===== src/rtl/lsu_pkg.sv =====
// rtl/lsu_pkg.sv - LSU shared bus width, func encodings, FSM states and helpers
package lsu_pkg;

  localparam int CPU_BUS = 32;

  // Load encodings; stores reuse the low codes (SB=LB, SH=LH, SW=LW)
  localparam logic [2:0] FUNC_LB  = 3'b000;
  localparam logic [2:0] FUNC_LH  = 3'b001;
  localparam logic [2:0] FUNC_LW  = 3'b010;
  localparam logic [2:0] FUNC_LBU = 3'b100;
  localparam logic [2:0] FUNC_LHU = 3'b101;

  typedef enum logic [1:0] {
    ST_IDLE = 2'd0,
    ST_REQ  = 2'd1,
    ST_WAIT = 2'd2,
    ST_DONE = 2'd3
  } lsu_state_t;

  // func[1:0] carries the access width: 00 byte, 01 half, 10 word
  function automatic logic is_misaligned(input logic [2:0] func, input logic [1:0] lane);
    case (func[1:0])
      2'b01:   return lane[0];
      2'b10:   return lane != 2'b00;
      default: return 1'b0;
    endcase
  endfunction

endpackage


===== src/rtl/lsu_if.sv =====
// rtl/lsu_if.sv - LSU memory request/response bus with LSU and memory side views
interface lsu_if;
  import lsu_pkg::*;

  logic               o_mem_req;
  logic               o_mem_we;
  logic [CPU_BUS-1:0] o_mem_addr;
  logic [CPU_BUS-1:0] o_mem_wdata;
  logic [3:0]         o_mem_wmask;
  logic               i_mem_gnt;
  logic               i_mem_rvalid;
  logic [CPU_BUS-1:0] i_mem_rdata;

  modport master (
    output o_mem_req, o_mem_we, o_mem_addr, o_mem_wdata, o_mem_wmask,
    input  i_mem_gnt, i_mem_rvalid, i_mem_rdata
  );

  modport slave (
    input  o_mem_req, o_mem_we, o_mem_addr, o_mem_wdata, o_mem_wmask,
    output i_mem_gnt, i_mem_rvalid, i_mem_rdata
  );

endinterface


===== src/rtl/lsu_align.sv =====
// rtl/lsu_align.sv - LSU byte-lane logic: store mask/replication, load extract/extend
module lsu_align
  import lsu_pkg::*;
(
  input  logic [2:0]         func,
  input  logic [1:0]         lane,
  input  logic [CPU_BUS-1:0] wdata,
  input  logic [CPU_BUS-1:0] rdata,
  output logic [3:0]         wmask,
  output logic [CPU_BUS-1:0] wdata_lane,
  output logic [CPU_BUS-1:0] rdata_ext
);

  logic [7:0]  rbyte;
  logic [15:0] rhalf;

  // Store data is replicated across the word so every lane carries it; the mask picks the lane
  always_comb begin
    wmask      = 4'b1111;
    wdata_lane = wdata;
    case (func[1:0])
      2'b00: begin
        wmask      = 4'b0001 << lane;
        wdata_lane = {4{wdata[7:0]}};
      end
      2'b01: begin
        wmask      = 4'b0011 << lane;
        wdata_lane = {2{wdata[15:0]}};
      end
      default: ;
    endcase
  end

  // Select the addressed byte and halfword out of the returned word
  always_comb begin
    rhalf = lane[1] ? rdata[31:16] : rdata[15:0];
    case (lane)
      2'd0:    rbyte = rdata[7:0];
      2'd1:    rbyte = rdata[15:8];
      2'd2:    rbyte = rdata[23:16];
      default: rbyte = rdata[31:24];
    endcase
  end

  // Sign or zero extend to the full bus; words pass through untouched
  always_comb begin
    rdata_ext = rdata;
    case (func)
      FUNC_LB:  rdata_ext = {{24{rbyte[7]}}, rbyte};
      FUNC_LH:  rdata_ext = {{16{rhalf[15]}}, rhalf};
      FUNC_LBU: rdata_ext = {24'b0, rbyte};
      FUNC_LHU: rdata_ext = {16'b0, rhalf};
      default:  ;
    endcase
  end

endmodule


===== src/rtl/lsu.sv =====
// rtl/lsu.sv - LSU top: EXU/WBU handshakes, memory FSM, result register (optional LSU_MISALIGN_CHECK_EN)
module lsu
  import lsu_pkg::*;
(
  input  logic               clk,
  input  logic               rst,
  input  logic               i_pre_valid,
  output logic               o_pre_ready,
  input  logic               i_lsu_ren,
  input  logic               i_lsu_wen,
  input  logic [2:0]         i_lsu_func,
  input  logic [CPU_BUS-1:0] i_lsu_addr,
  input  logic [CPU_BUS-1:0] i_lsu_wdata,
  input  logic [CPU_BUS-1:0] i_lsu_alu_res,
  output logic               o_post_valid,
  input  logic               i_post_ready,
  output logic [CPU_BUS-1:0] o_lsu_rd,
`ifdef LSU_MISALIGN_CHECK_EN
  output logic               o_lsu_misalign,
`endif
  lsu_if.master              mem
);

  lsu_state_t state, state_nxt;

  logic [CPU_BUS-1:0] addr_q, wdata_q, alu_q, rd_q;
  logic [2:0]         func_q;
  logic               ren_q, wen_q;
  logic               accept, resp_done, misal_now;
  logic [3:0]         wmask_lane;
  logic [CPU_BUS-1:0] wdata_lane, rdata_ext;

  assign accept    = (state == ST_IDLE) && i_pre_valid;
  assign resp_done = mem.i_mem_rvalid &&
                     ((state == ST_WAIT) || ((state == ST_REQ) && mem.i_mem_gnt));

`ifdef LSU_MISALIGN_CHECK_EN
  logic misal_q;
  assign misal_now      = (i_lsu_ren || i_lsu_wen) && is_misaligned(i_lsu_func, i_lsu_addr[1:0]);
  assign o_lsu_misalign = misal_q && (state == ST_DONE);

  // Misalign flag lives from acceptance until the result is handed to WBU
  always_ff @(posedge clk or posedge rst) begin
    if (rst)                                         misal_q <= 1'b0;
    else if (accept)                                 misal_q <= misal_now;
    else if ((state == ST_DONE) && i_post_ready)     misal_q <= 1'b0;
  end
`else
  assign misal_now = 1'b0;
`endif

  lsu_align u_align (
    .func       (func_q),
    .lane       (addr_q[1:0]),
    .wdata      (wdata_q),
    .rdata      (mem.i_mem_rdata),
    .wmask      (wmask_lane),
    .wdata_lane (wdata_lane),
    .rdata_ext  (rdata_ext)
  );

  // State register; reset drops any in-flight request so a late response lands in IDLE
  always_ff @(posedge clk or posedge rst) begin
    if (rst) state <= ST_IDLE;
    else     state <= state_nxt;
  end

  // Next state: ALU-only and rejected misaligned ops bypass memory straight to DONE
  always_comb begin
    state_nxt = state;
    case (state)
      ST_IDLE: if (i_pre_valid)
                 state_nxt = ((i_lsu_ren || i_lsu_wen) && !misal_now) ? ST_REQ : ST_DONE;
      ST_REQ:  if (mem.i_mem_gnt)
                 state_nxt = mem.i_mem_rvalid ? ST_DONE : ST_WAIT;
      ST_WAIT: if (mem.i_mem_rvalid) state_nxt = ST_DONE;
      ST_DONE: if (i_post_ready)     state_nxt = ST_IDLE;
      default: state_nxt = ST_IDLE;
    endcase
  end

  // Operand capture on accept; result is the ALU value unless a load response replaces it
  always_ff @(posedge clk or posedge rst) begin
    if (rst) begin
      addr_q  <= '0;
      wdata_q <= '0;
      alu_q   <= '0;
      rd_q    <= '0;
      func_q  <= '0;
      ren_q   <= 1'b0;
      wen_q   <= 1'b0;
    end else if (accept) begin
      addr_q  <= i_lsu_addr;
      wdata_q <= i_lsu_wdata;
      alu_q   <= i_lsu_alu_res;
      func_q  <= i_lsu_func;
      ren_q   <= i_lsu_ren;
      wen_q   <= i_lsu_wen;
      rd_q    <= misal_now ? '0 : i_lsu_alu_res;
    end else if (resp_done) begin
      rd_q    <= (ren_q && !wen_q) ? rdata_ext : alu_q;
    end
  end

  // Outputs decode from state only, so memory fields are stable for the whole REQ phase
  always_comb begin
    o_pre_ready     = (state == ST_IDLE);
    o_post_valid    = (state == ST_DONE);
    o_lsu_rd        = rd_q;
    mem.o_mem_req   = 1'b0;
    mem.o_mem_we    = 1'b0;
    mem.o_mem_addr  = '0;
    mem.o_mem_wdata = '0;
    mem.o_mem_wmask = 4'b0000;
    if (state == ST_REQ) begin
      mem.o_mem_req   = 1'b1;
      mem.o_mem_we    = wen_q;
      mem.o_mem_addr  = {addr_q[CPU_BUS-1:2], 2'b00};
      mem.o_mem_wdata = wdata_lane;
      mem.o_mem_wmask = wen_q ? wmask_lane : 4'b0000;
    end
  end

endmodule


===== src/flat_wrapper.sv =====
// flat-port wrapper written by rule: the top's interface ports become plain ports
module lsu_flat import lsu_pkg::*;
  (clk, rst, i_pre_valid, o_pre_ready, i_lsu_ren, i_lsu_wen, i_lsu_func, i_lsu_addr, i_lsu_wdata, i_lsu_alu_res, o_post_valid, i_post_ready, o_lsu_rd, mem_o_mem_req, mem_o_mem_we, mem_o_mem_addr, mem_o_mem_wdata, mem_o_mem_wmask, mem_i_mem_gnt, mem_i_mem_rvalid, mem_i_mem_rdata);
  lsu_if mem_i ();
  input  logic clk;
  input  logic rst;
  input  logic i_pre_valid;
  output logic o_pre_ready;
  input  logic i_lsu_ren;
  input  logic i_lsu_wen;
  input  logic [2:0] i_lsu_func;
  input  logic [CPU_BUS-1:0] i_lsu_addr;
  input  logic [CPU_BUS-1:0] i_lsu_wdata;
  input  logic [CPU_BUS-1:0] i_lsu_alu_res;
  output logic o_post_valid;
  input  logic i_post_ready;
  output logic [CPU_BUS-1:0] o_lsu_rd;
  output wire logic [$bits(mem_i.o_mem_req)-1:0] mem_o_mem_req;
  output wire logic [$bits(mem_i.o_mem_we)-1:0] mem_o_mem_we;
  output wire logic [$bits(mem_i.o_mem_addr)-1:0] mem_o_mem_addr;
  output wire logic [$bits(mem_i.o_mem_wdata)-1:0] mem_o_mem_wdata;
  output wire logic [$bits(mem_i.o_mem_wmask)-1:0] mem_o_mem_wmask;
  input wire logic [$bits(mem_i.i_mem_gnt)-1:0] mem_i_mem_gnt;
  input wire logic [$bits(mem_i.i_mem_rvalid)-1:0] mem_i_mem_rvalid;
  input wire logic [$bits(mem_i.i_mem_rdata)-1:0] mem_i_mem_rdata;
  assign mem_o_mem_req = mem_i.o_mem_req;
  assign mem_o_mem_we = mem_i.o_mem_we;
  assign mem_o_mem_addr = mem_i.o_mem_addr;
  assign mem_o_mem_wdata = mem_i.o_mem_wdata;
  assign mem_o_mem_wmask = mem_i.o_mem_wmask;
  assign mem_i.i_mem_gnt = mem_i_mem_gnt;
  assign mem_i.i_mem_rvalid = mem_i_mem_rvalid;
  assign mem_i.i_mem_rdata = mem_i_mem_rdata;
  lsu u_core (.clk(clk), .rst(rst), .i_pre_valid(i_pre_valid), .o_pre_ready(o_pre_ready), .i_lsu_ren(i_lsu_ren), .i_lsu_wen(i_lsu_wen), .i_lsu_func(i_lsu_func), .i_lsu_addr(i_lsu_addr), .i_lsu_wdata(i_lsu_wdata), .i_lsu_alu_res(i_lsu_alu_res), .o_post_valid(o_post_valid), .i_post_ready(i_post_ready), .o_lsu_rd(o_lsu_rd), .mem(mem_i));
endmodule

===== config.mk =====
export PLATFORM = sky130hd
export DESIGN_NAME = lsu_flat
export DESIGN_NICKNAME = d
export VERILOG_FILES = /design/src/rtl/lsu_pkg.sv /design/src/rtl/lsu_if.sv /design/src/rtl/lsu_align.sv /design/src/rtl/lsu.sv /design/src/flat_wrapper.sv
export SDC_FILE = /design/constraint.sdc
export NUM_CORES = 1
export LEC_CHECK = 0
export BUFFER_PORTS_ARGS = -buffer_cell sky130_fd_sc_hd__buf_4
export CORE_ASPECT_RATIO = 2
export CORE_UTILIZATION = 30
export DETAILED_ROUTE_END_ITERATION = 12
export PLACE_DENSITY = 0.56
export SLEW_MARGIN = 20
export SYNTH_ARGS = -nofsm -noshare
export SYNTH_HDL_FRONTEND = slang
export SYNTH_SLANG_ARGS = --single-unit

===== constraint.sdc =====
create_clock -name clk -period 5.3 [get_ports clk]
set_input_delay 0.53 -clock clk [delete_from_list [all_inputs] [get_ports clk]]
set_output_delay 0.53 -clock clk [all_outputs]
set_load 0.02 [all_outputs]

# Word-level counts from Yosys, hierarchy flattened
# Index checks and enable logic that the tools add are counted.
[totals]
regBits = 135
latch_bits = 0
mem_bits_rw = 0
mem_bits_ro = 0
in_bits = 139
output_inout_bits = 104
wordCells = 57
n_memories = 0
[op_classes]
n_addsub = 0
n_mul = 0
div_mod_pow = 0
order_cmp = 0
eq_ne = 13
n_shift = 2
mux = 21
n_bitwise = 0
reduce_logical = 13
[ops]
columns = ["operator", "n"]
rows = [
  ["32-bit 2-to-1 mux", 5],
  ["32-bit one-hot mux with 4 select lines", 1],
  ["32-bit one-hot mux with 2 select lines", 1],
  ["8-bit one-hot mux with 3 select lines", 1],
  ["16-bit 2-to-1 mux", 1],
  ["2-bit 2-to-1 mux", 5],
  ["4-bit 2-to-1 mux", 2],
  ["2-bit one-hot mux with 4 select lines", 1],
  ["4-bit one-hot mux with 2 select lines", 1],
  ["2-bit by 1-bit equality test with 1-bit output (second input constant)", 3],
  ["2-bit equality test (second input constant)", 3],
  ["3-bit equality test (second input constant)", 2],
  ["2-bit logical NOT", 3],
  ["2-bit inequality test (second input constant)", 3],
  ["1-bit logical AND", 4],
  ["4-bit AND reduction", 1],
  ["1-bit by 2-bit << shifter with 4-bit output (first input constant)", 1],
  ["2-bit by 2-bit << shifter with 4-bit output (first input constant)", 1],
  ["3-bit by 1-bit equality test with 1-bit output (second input constant)", 1],
  ["3-bit logical NOT", 1],
  ["1-bit 2-to-1 mux", 3],
  ["1-bit logical OR", 2],
  ["2-bit by 1-bit inequality test with 1-bit output (second input constant)", 1],
  ["2-bit nonzero test", 1],
  ["1-bit logical NOT", 1],
]

# Logic depth before layout (Yosys ltp)
[logic_depth]
ltp_word = 6
ltp_mapped = 9
ltp_nobuf = 7

# Modules after synthesis
# A second synthesis with hierarchy kept.
[unflattened]
hier_cells = 882
area_unflattened_um2 = 7250.7
[modules_own_cells]
columns = ["mod", "n_inst", "cells_per_inst", "area_per_inst_um2", "seq_area_each_um2"]
rows = [
  ["lsu", 1, 710, 6143.4, 3378.2],
  ["lsu_align", 1, 172, 1107.3, 0.0],
]

# Worst setup path after synthesis
# OpenSTA, ideal clock, no wires.
[synth_path]
kind = "reg-to-output"
start = "reg u_core.state[1]"
end = "out mem_o_mem_wdata[10]"
arrival_ns = 1.826
required_time_ns = 4.770
slack_ns = 2.944
stages_incl_launch_ff = 6
path_buffers = 2
cell_sequence = "dfrtp_1 inv_1 ha_1 clkbuf_1 clkbuf_1 a21boi_0"
[synth_via]
elab_chain_cells = 2
[synth_rtl]
columns = ["element", "line", "source"]
rows = [
  ["start, declared", "lsu.sv:24", "lsu_state_t state, state_nxt;"],
  ["start signal, assigned", "lsu.sv:65", "else state <= state_nxt;"],
  ["2-bit by 1-bit equality test with 1-bit output", "lsu.sv:115", "if (state == ST_REQ) begin"],
  ["32-bit 2-to-1 mux", "lsu.sv:115", ""],
  ["end, declared", "flat_wrapper.sv:21", "output wire logic [$bits(mem_i.o_mem_wdata)-1:0] mem_o_mem_wdata;"],
]
# Every way passes these cells.

# Worst setup path after layout
[layout_path]
start = "reg u_core.func_q[1]"
end = "out mem_o_mem_wdata[11]"
[layout_via]
elab_chain_cells = 3
[layout_rtl]
columns = ["element", "line", "source"]
rows = [
  ["start, declared", "lsu.sv:27", "logic [2:0] func_q;"],
  ["start signal, assigned", "lsu.sv:96", "func_q <= i_lsu_func;"],
  ["2-bit by 1-bit equality test with 1-bit output / 2-bit logical NOT (equally long branches)", "lsu_align.sv:21", "case (func[1:0])"],
  ["32-bit one-hot mux with 2 select lines *", "lsu_align.sv:21", ""],
  ["32-bit 2-to-1 mux *", "lsu.sv:115", ""],
]
# Every way passes the cells marked *; elsewhere a longest branch is shown, timed or not.

==> results.ini <==
[job]
maxCapViolCount = 0

[layout]
fillers = 2358
syn_to_final_growth_pct = 37.3
drive_above_1_share_pct = 28.2
finalNonFillerCells = 1335
design_area_sq_um = 9590
multi_input_comb_area_sq_um = 3300
n_antenna_cell = 0
fin_nets = 1186
ff_latch_area_sq_um = 3380

[setup_path]
crit_chain = buf_4 -> nor2_1 -> nand2_1 -> a21boi_0 -> buf_4
cpMostUsedCell = buf_4
path_max_fanout = 32
crit_path_end_kind = primary output
cpPeakStageDelay_ps = 610
critPathArrivalTime_ps = 2530
cp.required_ps = 4770
cp_slowest_cell = nor2_1
critPathKind = reg -> out
start_kind = register

[worst_hold_path]
hp-class = in -> async

[timing]
hold_viol_final = 0
rsz0062_at_grt = no
timing.slew.headroom_pct = 34.7
final_max_slew_viol_count = 0
max_freq_mhz = 327
finalClockSkew_ps = 8.28
final-setup-viol-count = 0
fin_crit_sh_pct = 57.8
worst_slew_pin_slew_ps = 979
period_minus_slack_ps = 3060
tns_ps = 0

[logic_synthesis]
yosys.area.top_type = dfrtp_1
synth_area_leaders = dfrtp_1 48%, nand2_1 19%, and2_1 3.5%
synth_common_cells = 348 x nand2_1, 135 x dfrtp_1, 39 x and2_1
yosys.area.top_type_share_pct = 48.3
syn-cell-area_sq_um = 6990
avgSynthCellArea_sq_um = 8.36
yosysMostFrequentCell = nand2_1
synth-async-reset-ratio_pct = 100
synth_edf_count = 0
synth_cell_types = 45
ys.flop_type = dfrtp_1
synth.ff_latch_count = 135
yosys_warnings = 0
ys_seq_area_share_pct = 48.3
synth_cells = 836

[placed_design]
dp_cells = 1304
hpwlAfterDp_mm = 17.6
io_buffers = 240
place_congestion = 0.827
dpl_cell_area_sq_um = 8940

[detailed_routing]
drtIter0Drc = 312
drt-pass1-iter-count = 5
wire_per_inst_um = 18.4
viasPerCell = 4.96
wl_mm = 24.6
drc = 0
final_antenna_net_count = 0
dr_wl_met3_mm = 1.54
num_vias = 6619
top_layer = met4
drt-met1-wl_mm = 8.69
dr_wl_met2_mm = 13.5

[global_routing]
antenna_found_initial = 0
grt_pass1_wl_mm = 37.2
grt_pass1_vias = 6674
grt_max_degree = 99
grt-ovfl-total = 0
grt.total_usage_pct = 21.1

[floorplan]
die_y_um = 218
fp.dieW_um = 110
rows = 78
start_util_pct = 30.7
coreArea_sq_um = 22700
dieArea_sq_um = 23900
num_io_pins = 243

[clock_tree]
hold_buffers = 0
cts_tree = built
cts-root-buf = clkbuf_16
htreeDepth = 4
cts_setup_buffers = 0
path_clk_slew_ps = 60
clkSinkCount = 135
clockBufferDepth = 2
clk_latency_ps = 430
cts-resized-gates = 0
numCtsBuffers = 17

[power_and_ir_drop]
cellPowerDensity_nw_per_um2 = 625
leakagePower_nw = 4.97
vdd_ir_drop_max_v = 0.000286

[outcome]
status = complete, no violations

[kinds of logic (layout without fill, tap and decap cells)]
| kind of cell | after synthesis | in the layout | synth area share, % |
|---|---|---|---|
| and+or+nand+nor | 450 | 450 | 27.1 |
| AOI/OAI and AO/OA | 152 | 152 | 15.8 |
| DFF | 135 | 135 | 48.3 |
| buffers and inverters | 73 | 291 | 4.78 |
| muxes | 21 | 21 | 3.19 |
| adders and majority gates | 4 | 4 | 0.716 |
| other | 1 | 2 | 0.0537 |
[layout by cell type (no fill, tap or decap), drive strengths merged]
cell      synthesis  final
nand2           349    349
buf              29    249
dfrtp           135    135
and2             39     39
a21oi            38     38
o21ai            32     32
nor2             27     27
mux2i            21     21
clkbuf           33     20
nor2b            18     18
a221oi           16     16
a221o            16     16
inv              11     12
o22ai             9      9
o211a             8      8
a21boi            8      8
a211oi            7      7
nand3             6      6
o32a              6      6
a21o              6      6
bufinv            0      5
nor3b             4      4
ha                4      4
clkinvlp          0      3
o221ai            2      2
a22oi             2      2
conb              1      2
or2               2      2
clkinv            0      2
nand3b            1      1
and2b             1      1
nand2b            1      1
or3               1      1
a31oi             1      1
and4b             1      1
a2111oi           1      1
[registers in the layout, indices dropped and copies added (netlist names)]
name and count:
u_core.func_q 3, u_core.wdata_q 32, u_core.alu_q 32, u_core.wen_q 1, u_core.o_lsu_rd 32, u_core.state 2, u_core.ren_q 1, u_core.addr_q 32
[layout make-up]
| type | count | share of cell area (%) |
|---|---|---|
| Multi-Input combinational cell | 629 | 34.4 |
| Inverter | 11 | 0.483 |
| Sequential cell | 135 | 35.2 |
| Tap cell | 280 | 3.65 |
| Timing Repair Buffer | 249 | 19.5 |
| Clock inverter | 11 | 2.03 |
| Clock buffer | 20 | 4.76 |
[metrics by stage]
stage / hold slack [ps] / worst slack, ps / total power, mW / util, %
after floorplan: 437 / 1160 / 3.65 / -
after global placement: 451 / 2570 / 4.67 / 39.3
after detailed placement: 454 / 2480 / 4.72 / 39.3
after CTS: 262 / 2210 / 6.09 / 42.2
final: 278 / 2240 / 6.00 / 42.2
after global routing: 265 / 2080 / 6.41 / 42.2
[routing by layer]
metal,GRT usage [%],vias to the layer above
met1,22.3,3165
met4,9.47,0
met2,38.6,234
li1,-,3175
met5,0,-
met3,4.75,45
[final timing paths]
path	to	cells after the start	start	slack, ps
worst max-delay path	mem_o_mem_wdata[11]	5	u_core.func_q[1]$_DFFE_PP0P_	2240
worst min-delay path	u_core.addr_q[5]$_DFFE_PP0P_	2	rst	280
worst max register to register	u_core.o_lsu_rd[0]$_DFFE_PP0P_	7	u_core.state[0]$_DFFE_PP0P_	2530
worst min register to register	u_core.addr_q[12]$_DFFE_PP0P_	2	u_core.addr_q[12]$_DFFE_PP0P_	470
max in group asynchronous	u_core.func_q[1]$_DFFE_PP0P_	3	rst	3830
min in group clk	u_core.addr_q[19]$_DFFE_PP0P_	3	i_lsu_addr[19]	280
[worst max-delay path: cells and delay by family, from the launching register on]
family,cells,cell delay [ps]
AO/OA/AOI/OAI,1,280
buffers and inverters,2,510
flip-flops,1,570
AND/OR/NAND/NOR,2,740
[where the power goes]
| part | switching, mW | total, mW | internal (mW) |
|---|---|---|---|
| Combinational | 1.67 | 2.78 | 1.11 |
| Sequential | 0.372 | 1.89 | 1.51 |
| Clock | 0.476 | 1.33 | 0.858 |
(Power assumes the default switching activity.)
